## src/rtl/tdec_wrap_out_packer_pkg.sv

```systemverilog
// tdec_wrap_out_packer_pkg: shared wrap FIFO and output packer definitions
package tdec_wrap_out_packer_pkg;
    localparam int WRAP_FIFO_DEPTH     = 64;
    localparam int WRAP_FIFO_AFULL_THR = 56;
    localparam int DEF_OUT_BYTES       = 4;
    localparam int DEF_LEN_W           = 16;
    typedef enum logic [1:0] {
        IDLE    = 2'd0,
        FILL    = 2'd1,
        PRESENT = 2'd2,
        DONE    = 2'd3
    } pack_state_t;
endpackage

```

## src/rtl/tdec_wrap_lane_asm.sv

```systemverilog
// tdec_wrap_lane_asm: byte-to-word lane register with lane counter; TDEC_WRAP_PACKER_BSWAP_EN puts the first byte in the MSB lane
module tdec_wrap_lane_asm
    import tdec_wrap_out_packer_pkg::*;
#(
    parameter int OUT_BYTES = DEF_OUT_BYTES,
    parameter int LW        = $clog2(OUT_BYTES + 1)
) (
    input  logic                   clk,
    input  logic                   rst,
    input  logic                   clr,
    input  logic                   wr_en,
    input  logic [7:0]             wr_data,
    output logic [8*OUT_BYTES-1:0] data,
    output logic [LW-1:0]          lane
);
    logic [LW-1:0] pos;
    // map the fill position to a physical lane
    always_comb begin
`ifdef TDEC_WRAP_PACKER_BSWAP_EN
        pos = LW'(OUT_BYTES - 1) - lane;
`else
        pos = lane;
`endif
    end
    // clear wins over a write; each write fills one lane and advances the counter
    always_ff @(posedge clk or posedge rst) begin
        if (rst) begin
            data <= '0;
            lane <= '0;
        end else if (clr) begin
            data <= '0;
            lane <= '0;
        end else if (wr_en) begin
            data[8*pos +: 8] <= wr_data;
            lane             <= lane + LW'(1);
        end
    end
endmodule

```

## src/rtl/tdec_wrap_out_packer.sv

```systemverilog
// tdec_wrap_out_packer: pops FIFO bytes of one block and packs them into valid/ready words; byte order set by TDEC_WRAP_PACKER_BSWAP_EN
module tdec_wrap_out_packer
    import tdec_wrap_out_packer_pkg::*;
#(
    parameter int OUT_BYTES = DEF_OUT_BYTES,
    parameter int LEN_W     = DEF_LEN_W
) (
    input  logic                   clk,
    input  logic                   rst,
    input  logic                   start,
    input  logic [LEN_W-1:0]       frame_len,
    input  logic                   abort,
    input  logic                   fifo_empty,
    input  logic [7:0]             fifo_rd_data,
    output logic                   fifo_rd_en,
    output logic                   fifo_flush,
    output logic                   out_valid,
    output logic [8*OUT_BYTES-1:0] out_data,
    output logic                   out_last,
    input  logic                   out_ready,
    output logic                   busy,
    output logic                   done
);
    localparam int LW = $clog2(OUT_BYTES + 1);
    pack_state_t      state;
    logic [LEN_W-1:0] remaining;
    logic [LW-1:0]    lane;
    logic             lane_clr;
    logic             hs;
    assign out_valid  = state == PRESENT;
    assign busy       = state == FILL || state == PRESENT;
    assign hs         = out_valid && out_ready;
    assign fifo_rd_en = state == FILL && !abort && !fifo_empty && remaining != '0 && lane < LW'(OUT_BYTES);
    assign lane_clr   = abort || (state == IDLE && start) || hs;
    tdec_wrap_lane_asm #(.OUT_BYTES(OUT_BYTES), .LW(LW)) u_lane_asm (
        .clk     (clk),
        .rst     (rst),
        .clr     (lane_clr),
        .wr_en   (fifo_rd_en),
        .wr_data (fifo_rd_data),
        .data    (out_data),
        .lane    (lane)
    );
    // block sequencing: abort first, then fill / present / done with the remaining-byte countdown
    always_ff @(posedge clk or posedge rst) begin
        if (rst) begin
            state      <= IDLE;
            remaining  <= '0;
            out_last   <= 1'b0;
            done       <= 1'b0;
            fifo_flush <= 1'b0;
        end else begin
            done       <= 1'b0;
            fifo_flush <= 1'b0;
            if (abort) begin
                state      <= IDLE;
                remaining  <= '0;
                out_last   <= 1'b0;
                fifo_flush <= 1'b1;
            end else begin
                case (state)
                    IDLE: if (start) begin
                        if (frame_len != '0) begin
                            remaining <= frame_len;
                            state     <= FILL;
                        end else begin
                            done <= 1'b1;
                        end
                    end
                    FILL: if (fifo_rd_en) begin
                        remaining <= remaining - LEN_W'(1);
                        if (lane == LW'(OUT_BYTES - 1) || remaining == LEN_W'(1)) begin
                            state    <= PRESENT;
                            out_last <= remaining == LEN_W'(1);
                        end
                    end
                    PRESENT: if (out_ready) begin
                        state    <= out_last ? DONE : FILL;
                        done     <= out_last;
                        out_last <= 1'b0;
                    end
                    DONE: state <= IDLE;
                    default: state <= IDLE;
                endcase
            end
        end
    end
endmodule

```

## config.mk

```make
export PLATFORM = sky130hd
export DESIGN_NAME = tdec_wrap_out_packer
export DESIGN_NICKNAME = d
export VERILOG_FILES = /design/src/rtl/tdec_wrap_out_packer_pkg.sv /design/src/rtl/tdec_wrap_lane_asm.sv /design/src/rtl/tdec_wrap_out_packer.sv
export SDC_FILE = /design/constraint.sdc
export NUM_CORES = 1
export LEC_CHECK = 0
export CORE_ASPECT_RATIO = 1.25
export CORE_UTILIZATION = 57
export CTS_BUF_LIST = sky130_fd_sc_hd__clkbuf_2
export DETAILED_ROUTE_END_ITERATION = 8
export GPL_TIMING_DRIVEN = 0
export PLACE_DENSITY_LB_ADDON = 0.12
export SLEW_MARGIN = 30
export SYNTH_ARGS = -nofsm -noshare
export SYNTH_HDL_FRONTEND = slang
export SYNTH_SLANG_ARGS = --single-unit
```

## constraint.sdc

```tcl
create_clock -name clk -period 5.2 [get_ports clk]
set_input_delay 0.78 -clock clk [delete_from_list [all_inputs] [get_ports clk]]
set_output_delay 0.78 -clock clk [all_outputs]
set_load 0.005 [all_outputs]
```

[Word level (Yosys, flattened, before mapping)]
Cells that the tools add are included.
W data, S select, Z words.
Operators by class
  add/sub/neg operators: 3
  magnitude comparators: 1
  equal/unequal tests: 10
  shift-type cells: 2
  multiplexer cells: 29
  reduce and logical (&&, ||, !) cells: 21
Operators by type and width (number)
  $mux W16: 4
  $mux W32: 2
  $neg A6 Y34: 1
  $shift A8 B34 Y32 const A: 1
  $shiftx A8 B34 Y32: 1
  $bwmux W32: 1
  $pmux W16 S2: 1
  $reduce_bool A16 Y1: 2
  $eq A16 B1 Y1 const B: 1
  $sub A16 B1 Y16 const B: 1
  $mux W2: 7
  $mux W1: 9
  $ne A3 B2 Y1 const B: 3
  $pmux W2 S4: 1
  $reduce_and A4 Y1: 2
  $logic_and A1 B1 Y1: 6
  $mux W3: 2
  $ne A3 B3 Y1 const B: 2
  $reduce_bool A3 Y1: 2
  $reduce_and A5 Y1: 1
  $eq A2 B2 Y1 const B: 2
  $logic_or A1 B1 Y1: 4
  $pmux W1 S2: 2
  $add A3 B1 Y3 const B: 1
  other kinds (6): 7
Word-level totals
  flip-flop bits (word level): 56
  bits of input ports: 30
  word-level logic and storage cells: 73

[Longest topological paths before layout]
Gate-level depths: netlist (run 1).
  depth after elaboration: 8
  gate-level depth with buffers: 9

[Hierarchy]
From an unflattened synthesis (run 1), not the netlist that was laid out.
Second synthesis, totals
  cell total of the unflattened synthesis: 332
  area, all modules: 3271.9 sq um
Modules (own cells, without submodules)
  tdec_wrap_lane_asm: instances 1, cells an instance 148, area an instance 1665.3 sq um
  tdec_wrap_out_packer: instances 1, cells an instance 184, area an instance 1606.5 sq um

[Least setup slack after synthesis (run 1)]
No wires, ideal clock.
  path kind: input port to flip-flop
  from: input port frame_len[3]
  to: register remaining[3]
  arrival time: 2.433 ns
  slack: 2.640 ns
  cell stages on the path: 6
  cell sequence: or4_1 -> o41ai_4 -> a211o_1 -> buf_4 -> nor3_1 -> a221o_2
Between the ends
  word-level cells in the longest chain between the ends: 4
RTL lines
  start: declaration: RTL line tdec_wrap_out_packer.sv:11  | input logic [LEN_W-1:0] frame_len,
  parallel branches: the longest is 4 deep, another holds $reduce_bool A16 Y1
  end signal: assignment: RTL line tdec_wrap_out_packer.sv:64  | remaining <= frame_len;
  end signal: assignment: RTL line tdec_wrap_out_packer.sv:71  | remaining <= remaining - LEN_W'(1);
  end: declaration: RTL line tdec_wrap_out_packer.sv:26  | logic [LEN_W-1:0] remaining;
Several ways; the timed one is not identified. The select of a mux whose other input is x is not followed.
A chain may end at the register's enable or synchronous reset.

[Worst setup path after layout (run 1)]
  from: register state[1]
  to: output port fifo_rd_en
Between the ends
  word-level cells in the longest chain between the ends: 5
RTL lines
  start: declaration: RTL line tdec_wrap_out_packer.sv:25  | pack_state_t state;
  start signal: assignment: RTL line tdec_wrap_out_packer.sv:78  | state <= out_last ? DONE : FILL;
  $eq A2 B1 Y1: RTL line tdec_wrap_out_packer.sv:33  | assign fifo_rd_en = state == FILL && !abort && !fifo_empty && remaining != '0 && lane < LW'(OUT_BYTES);
  $logic_and A1 B1 Y1 (4 in series): RTL line tdec_wrap_out_packer.sv:33
  end: declaration: RTL line tdec_wrap_out_packer.sv:15  | output logic fifo_rd_en,
No other way between the ends.

==> results of run 1 <==
path summary, 6_finish.rpt:
path,slack [ns],to,from,cells past startpoint
setup / recovery,1.09,fifo_rd_en,state[1]$_DFFE_PP0P_,7
hold / removal,0.52,u_lane_asm.data[17]$_DFFE_PP0P_,u_lane_asm.data[17]$_DFFE_PP0P_,2
setup reg to reg,2.17,u_lane_asm.data[30]$_DFFE_PP0P_,state[1]$_DFFE_PP0P_,7
hold reg to reg,0.52,u_lane_asm.data[17]$_DFFE_PP0P_,u_lane_asm.data[17]$_DFFE_PP0P_,2
max in group asynchronous,4.16,u_lane_asm.data[23]$_DFFE_PP0P_,rst,3
min in group asynchronous,0.55,u_lane_asm.data[1]$_DFFE_PP0P_,rst,2
per-layer routing:
layer,track usage,up-vias,share of wire
li1,-,1421,-
met1,0.3573,1504,0.38
met2,0.5455,158,0.50
met3,0.04535,35,0.064
met4,0.1709,0,0.048
met5,0,-,0
synthesized netlist by cell type (3+ instances only):
cell	number	area, µm²
nor3_1	11	55.05
buf_2	5	25.02
a22o_1	18	157.7
dfrtp_1	56	1401
a211oi_1	3	22.52
ha_1	13	162.7
a221o_1	10	100.1
or4_1	5	37.54
mux2i_1	4	40.04
nor2_1	21	78.83
clkbuf_1	8	30.03
inv_1	22	82.58
o21ai_0	12	60.06
nand2b_1	8	50.05
o31ai_1	8	60.06
nand3_1	20	100.1
a21oi_1	15	75.07
a211o_1	3	26.28
nor4b_1	5	43.79
nor2b_1	3	18.77
nor4_1	4	25.02
nand2_1	25	93.84
nand4_1	8	50.05
and3_1	7	43.79
worst max-delay path, delay by kind of cell, from the launching register on:
kind	cells	cell delay [ns]
simple gates	2	1.04
fa+ha+maj	1	0.16
buf+inv	4	1.13
flops	1	0.54
stage by stage:
step,utilization,area (µm²),hold WS [ns],setup slack (ns),power (µW)
3_3_place_gp,0.7354,4030,0.4606,1.418,1286
3_5_place_dp,0.7406,4059,0.4699,1.411,1309
6_report,0.7502,4111,0.5249,1.091,1502
2_1_floorplan,-,3279,0.4726,2.640,1088
5_1_grt,0.7502,4111,0.5610,0.9201,1600
4_1_cts,0.7493,4106,0.5269,1.154,1490
kinds of logic (layout without fill, tap and decap cells):
group,Yosys count,in the layout,synth area share
adder cells (fa/ha/maj),13,13,0.04960
buffers and inverters,39,115,0.05112
AO/OA/AOI/OAI,88,88,0.2205
multiplexers,5,5,0.01564
AND/OR/NAND/NOR,132,132,0.2304
XOR/XNOR,2,2,0.005342
flip-flops,56,56,0.4273
layout make-up:
| type | count | area, µm² | share of cell area |
|---|---|---|---|
| multi-input cells | 240 | 1722 | 0.4187 |
| flip-flops and latches | 56 | 1401 | 0.3408 |
| repair buffers | 68 | 690.7 | 0.1680 |
| inverters | 23 | 88.84 | 0.02161 |
| plain buffers | 16 | 81.33 | 0.01978 |
| well taps | 64 | 80.08 | 0.01948 |
| clock buffers | 5 | 25.02 | 0.006086 |
| clock inverters | 3 | 22.52 | 0.005478 |
where the power goes:
group	switching [µW]	internal [µW]
sequential	78.5	489
clock	148	35.7
combinational	452	299
total	678	824
sequential cells by signal (all words and copies together) (netlist names):
register / flops
state: 2
u_lane_asm.data: 32
fifo_flush: 1
remaining: 16
u_lane_asm.lane: 3
done: 1
out_last: 1
==> metrics.yaml, run 1 <==
fill_cells: 435
finalWirelength_mm: 8.913
gp_congestion: 0.9252
ys_seq_elements: 56
via_per_inst: 6.564
worst_ep_required_time_ns: 4.42
start_util: 0.5984
ys_types: 59
worst-path-max-fanout: 9
post-place-cells: 467
drtPass1Iterations: 5
peakVddDrop_mv: 0.2792
route.detailed.drc: 0
grt_max_degree: 33
clkLatencyLatePin_ns: 0.47
slew_headroom: 0.4887
dieArea_um2: 6062
critPathCaptureType: "primary output"
syn_nets: 378
start_kind: "flip-flop"
worstMarginPinSlew_ns: 0.7670
fp.dieH_um: 86.81
period_minus_slack_ns: 4.109
chipWidth_um: 69.84
grt_pass1_vias: 3083
fmax_ghz: 0.2434
ys.flop_type: "dfrtp_1"
hp-class: "reg -> reg"
syn_area_um2: 3279
clockBufferDepth: 2
fin_nets: 453
rows: 30
hold_buffers: 0
setup_tns_ns: 0
final.setup_skew_ns: 0.02364
cts_root_buffer: "clkbuf_2"
drive_gt1_frac: 0.09489
cts_setup_buffers: 0
antennaDiodeCount: 0
path_cells: "inv_1 -> ha_1 -> buf_2 -> nor4b_2 -> nand2_1 -> inv_2 -> clkdlybuf4s50_1"
antenna_found_initial: 0
crit_slowest_cell: "nor4b_2"
report.final.slew_viol_count: 0
synth_edf_count: 0
cts_resized: 0
syn_to_final_growth_pct: 25.37
drtAntennaViolNets: 0
num_vias: 3118
cp.arrival_ns: 3.33
avgSynthCellArea_um2: 9.789
power_density_nw_per_um2: 365.4
cts_buffers: 5
clk_pin_slew_ns: 0.31
clock_sinks: 56
yosysWarnings: 0
grtUsageTotal: 0.3079
outcome: "finished, final reports clean"
grt_pass1_wl_mm: 14.74
layout_common_cells: "67 x clkdlybuf4s50_1, 56 x dfrtp_1, 25 x nand2_1"
fin_cells: 475
critical_path_class: "reg -> out"
rsz0062_at_grt: "false"
postSynthCellCount: 335
fin_crit_sh: 0.7901
drt-initial-drc-count: 225
wire_per_inst_um: 18.76
core_um2: 5480
final_common_cell: "clkdlybuf4s50_1"
io_pins: 68
synthArstFlopShare: 1.000
setup_viol: 0
io_buffers: 67
max_stage_delay_ns: 0.59
cts_max_level: 2
cts_tree: "done"
cap_violations: 0
hold_viol_final: 0
overflow: 0
seq_area_frac_synth: 0.4273
dp_hpwl_mm: 6.725
cellLeakagePower_uw: 0.001761
Power figures use the tool's default switching activity.
==> inputs of run 2 (changes only) <==
CORE_UTILIZATION = 53   (was 57)
clock period = 3.91 ns   (was 5.2 ns; I/O delays follow)
==> metrics.yaml, run 2 (synthesis results as in run 1) <==
seqCellArea_um2: 1401
drtPass1Iterations: 5
wire_per_inst_um: 17.81
cts_max_level: 2
cellLeakagePower_uw: 0.001782
whs_ns: 0.3487
grt_max_degree: 44
cts_buffers: 5
outcome: "finished, final reports clean"
reg2regPathDepth: 9
via_per_inst: 6.228
cts_root_buffer: "clkbuf_2"
num_vias: 3064
final.setup_skew_ns: 0.01541
antennaDiodeCount: 0
period_minus_slack_ns: 3.540
antenna_found_initial: 0
reg2reg_to: "u_lane_asm.data[0]$_DFFE_PP0P_"
critPathCaptureType: "primary output"
power_density_nw_per_um2: 504.3
multi_input_area_um2: 1739
gp_congestion: 0.9360
grt_pass1_vias: 2973
hold_buffers: 0
rrSetupSlack_ns: 0.95
hold_viol_final: 0
post-place-ws_ns: 0.5018
dp_hpwl_mm: 6.485
syn_to_final_growth_pct: 27.74
start_util: 0.5562
cp.arrival_ns: 2.95
critical_path_class: "reg -> out"
clock_sinks: 56
worst_ep_required_time_ns: 3.32
r2r_start: "state[1]$_DFFE_PP0P_"
drt-initial-drc-count: 163
overflow: 0
top_register: "u_lane_asm.data"
io_buffers: 67
core_um2: 5896
slew_headroom: 0.4654
hp-class: "in -> async"
path_cells: "inv_1 -> ha_1 -> buf_2 -> nor4b_4 -> nand2_2 -> inv_2 -> clkdlybuf4s50_1"
fin_util: 0.7105
grtUsageTotal: 0.2799
fmax_ghz: 0.2825
layout_common_cells: "67 x clkdlybuf4s50_1, 56 x dfrtp_1, 24 x nand2_1"
clkLatencyLatePin_ns: 0.44
largest_register_ffs: 32
chipWidth_um: 72.36
cap_violations: 0
fp.dieH_um: 89.95
max_stage_delay_ns: 0.54
drive_gt1_frac: 0.09756
finalWirelength_mm: 8.763
io_pins: 68
rows: 31
reg_top3: "u_lane_asm.data: 32 flops, remaining: 16 flops, u_lane_asm.lane: 3 flops"
crit_slowest_cell: "dfrtp_1"
fin_nets: 453
drtAntennaViolNets: 0
dieArea_um2: 6508
start_kind: "flip-flop"
worst-path-max-fanout: 9
cts_tree: "done"
clk_pin_slew_ns: 0.27
route.detailed.drc: 0
fin_crit_sh: 0.9053
p_total_uw: 2112
report.final.slew_viol_count: 0
fill_cells: 461
peakVddDrop_mv: 0.4273
final_common_cell: "clkdlybuf4s50_1"
setup_ws_ns: 0.3701
setup_tns_ns: 0
worstMarginPinSlew_ns: 0.8020
grt_pass1_wl_mm: 14.35
clockBufferDepth: 2
setup_viol: 0
rsz0062_at_grt: "false"
-- run 2: area by class of cell --
class	instances	area share
inverters	23	0.02121
clock inverters	2	0.01434
repair buffers	68	0.1649
plain buffers	16	0.01941
clock buffers	5	0.005974
well taps	82	0.02449
multi-input cells	240	0.4152
flip-flops and latches	56	0.3345
-- run 2: what timing repair did --
item,CTS,global route
setup buffers,0,0
endpoints found under the hold margin,0,0
endpoints found under the setup margin,0,1
gates resized for setup,0,3
-- run 2: power breakdown --
group | leakage, µW | switching, µW | internal (µW) | total (µW)
sequential | 0.000768 | 109 | 650 | 759
clock | 0.0000490 | 177 | 168 | 345
combinational | 0.000965 | 604 | 404 | 1010
-- run 2: through the flow --
| step | cells | instance area, µm² |
|---|---|---|
| after CTS | 492 | 4167 |
| after global routing | 492 | 4189 |
| after floorplan | 335 | 3279 |
| after global placement | 484 | 4053 |
| after detailed placement | 485 | 4081 |
| final | 492 | 4189 |
-- run 2: worst max path at each step --
stage | start | to | slack [ns] | cells after the start
after floorplan | state[1]$_DFFE_PP0P_ | u_lane_asm.data[0]$_DFFE_PP0P_ | 1.48 | 9
after global placement | abort | fifo_rd_en | 0.50 | 5
after detailed placement | abort | fifo_rd_en | 0.50 | 5
after CTS | state[1]$_DFFE_PP0P_ | fifo_rd_en | 0.03 | 7
after global routing | state[1]$_DFFE_PP0P_ | fifo_rd_en | 0.13 | 7
final | state[1]$_DFFE_PP0P_ | fifo_rd_en | 0.37 | 7
-- run 2: worst max-delay path: cells and delay by family (launching register included) --
family / cells / cell delay [ns]
AND/OR/NAND/NOR: 2 / 0.71
buffers and inverters: 4 / 1.09
flip-flops: 1 / 0.54
adder cells (fa/ha/maj): 1 / 0.17
-- run 2: metal layers --
| layer | global-route usage | vias up | part of all wire |
|---|---|---|---|
| li1 | - | 1414 | - |
| met1 | 0.3355 | 1479 | 0.39 |
| met2 | 0.4953 | 151 | 0.52 |
| met3 | 0.03587 | 20 | 0.065 |
| met4 | 0.1127 | 0 | 0.031 |
| met5 | 0 | - | 0 |
==> inputs of run 3 (changes only) <==
ABC_CLOCK_PERIOD_IN_PS = 3910   (was default)
==> results of run 3 <==
Final layout, timing and power as in run 2 (identical DEF).
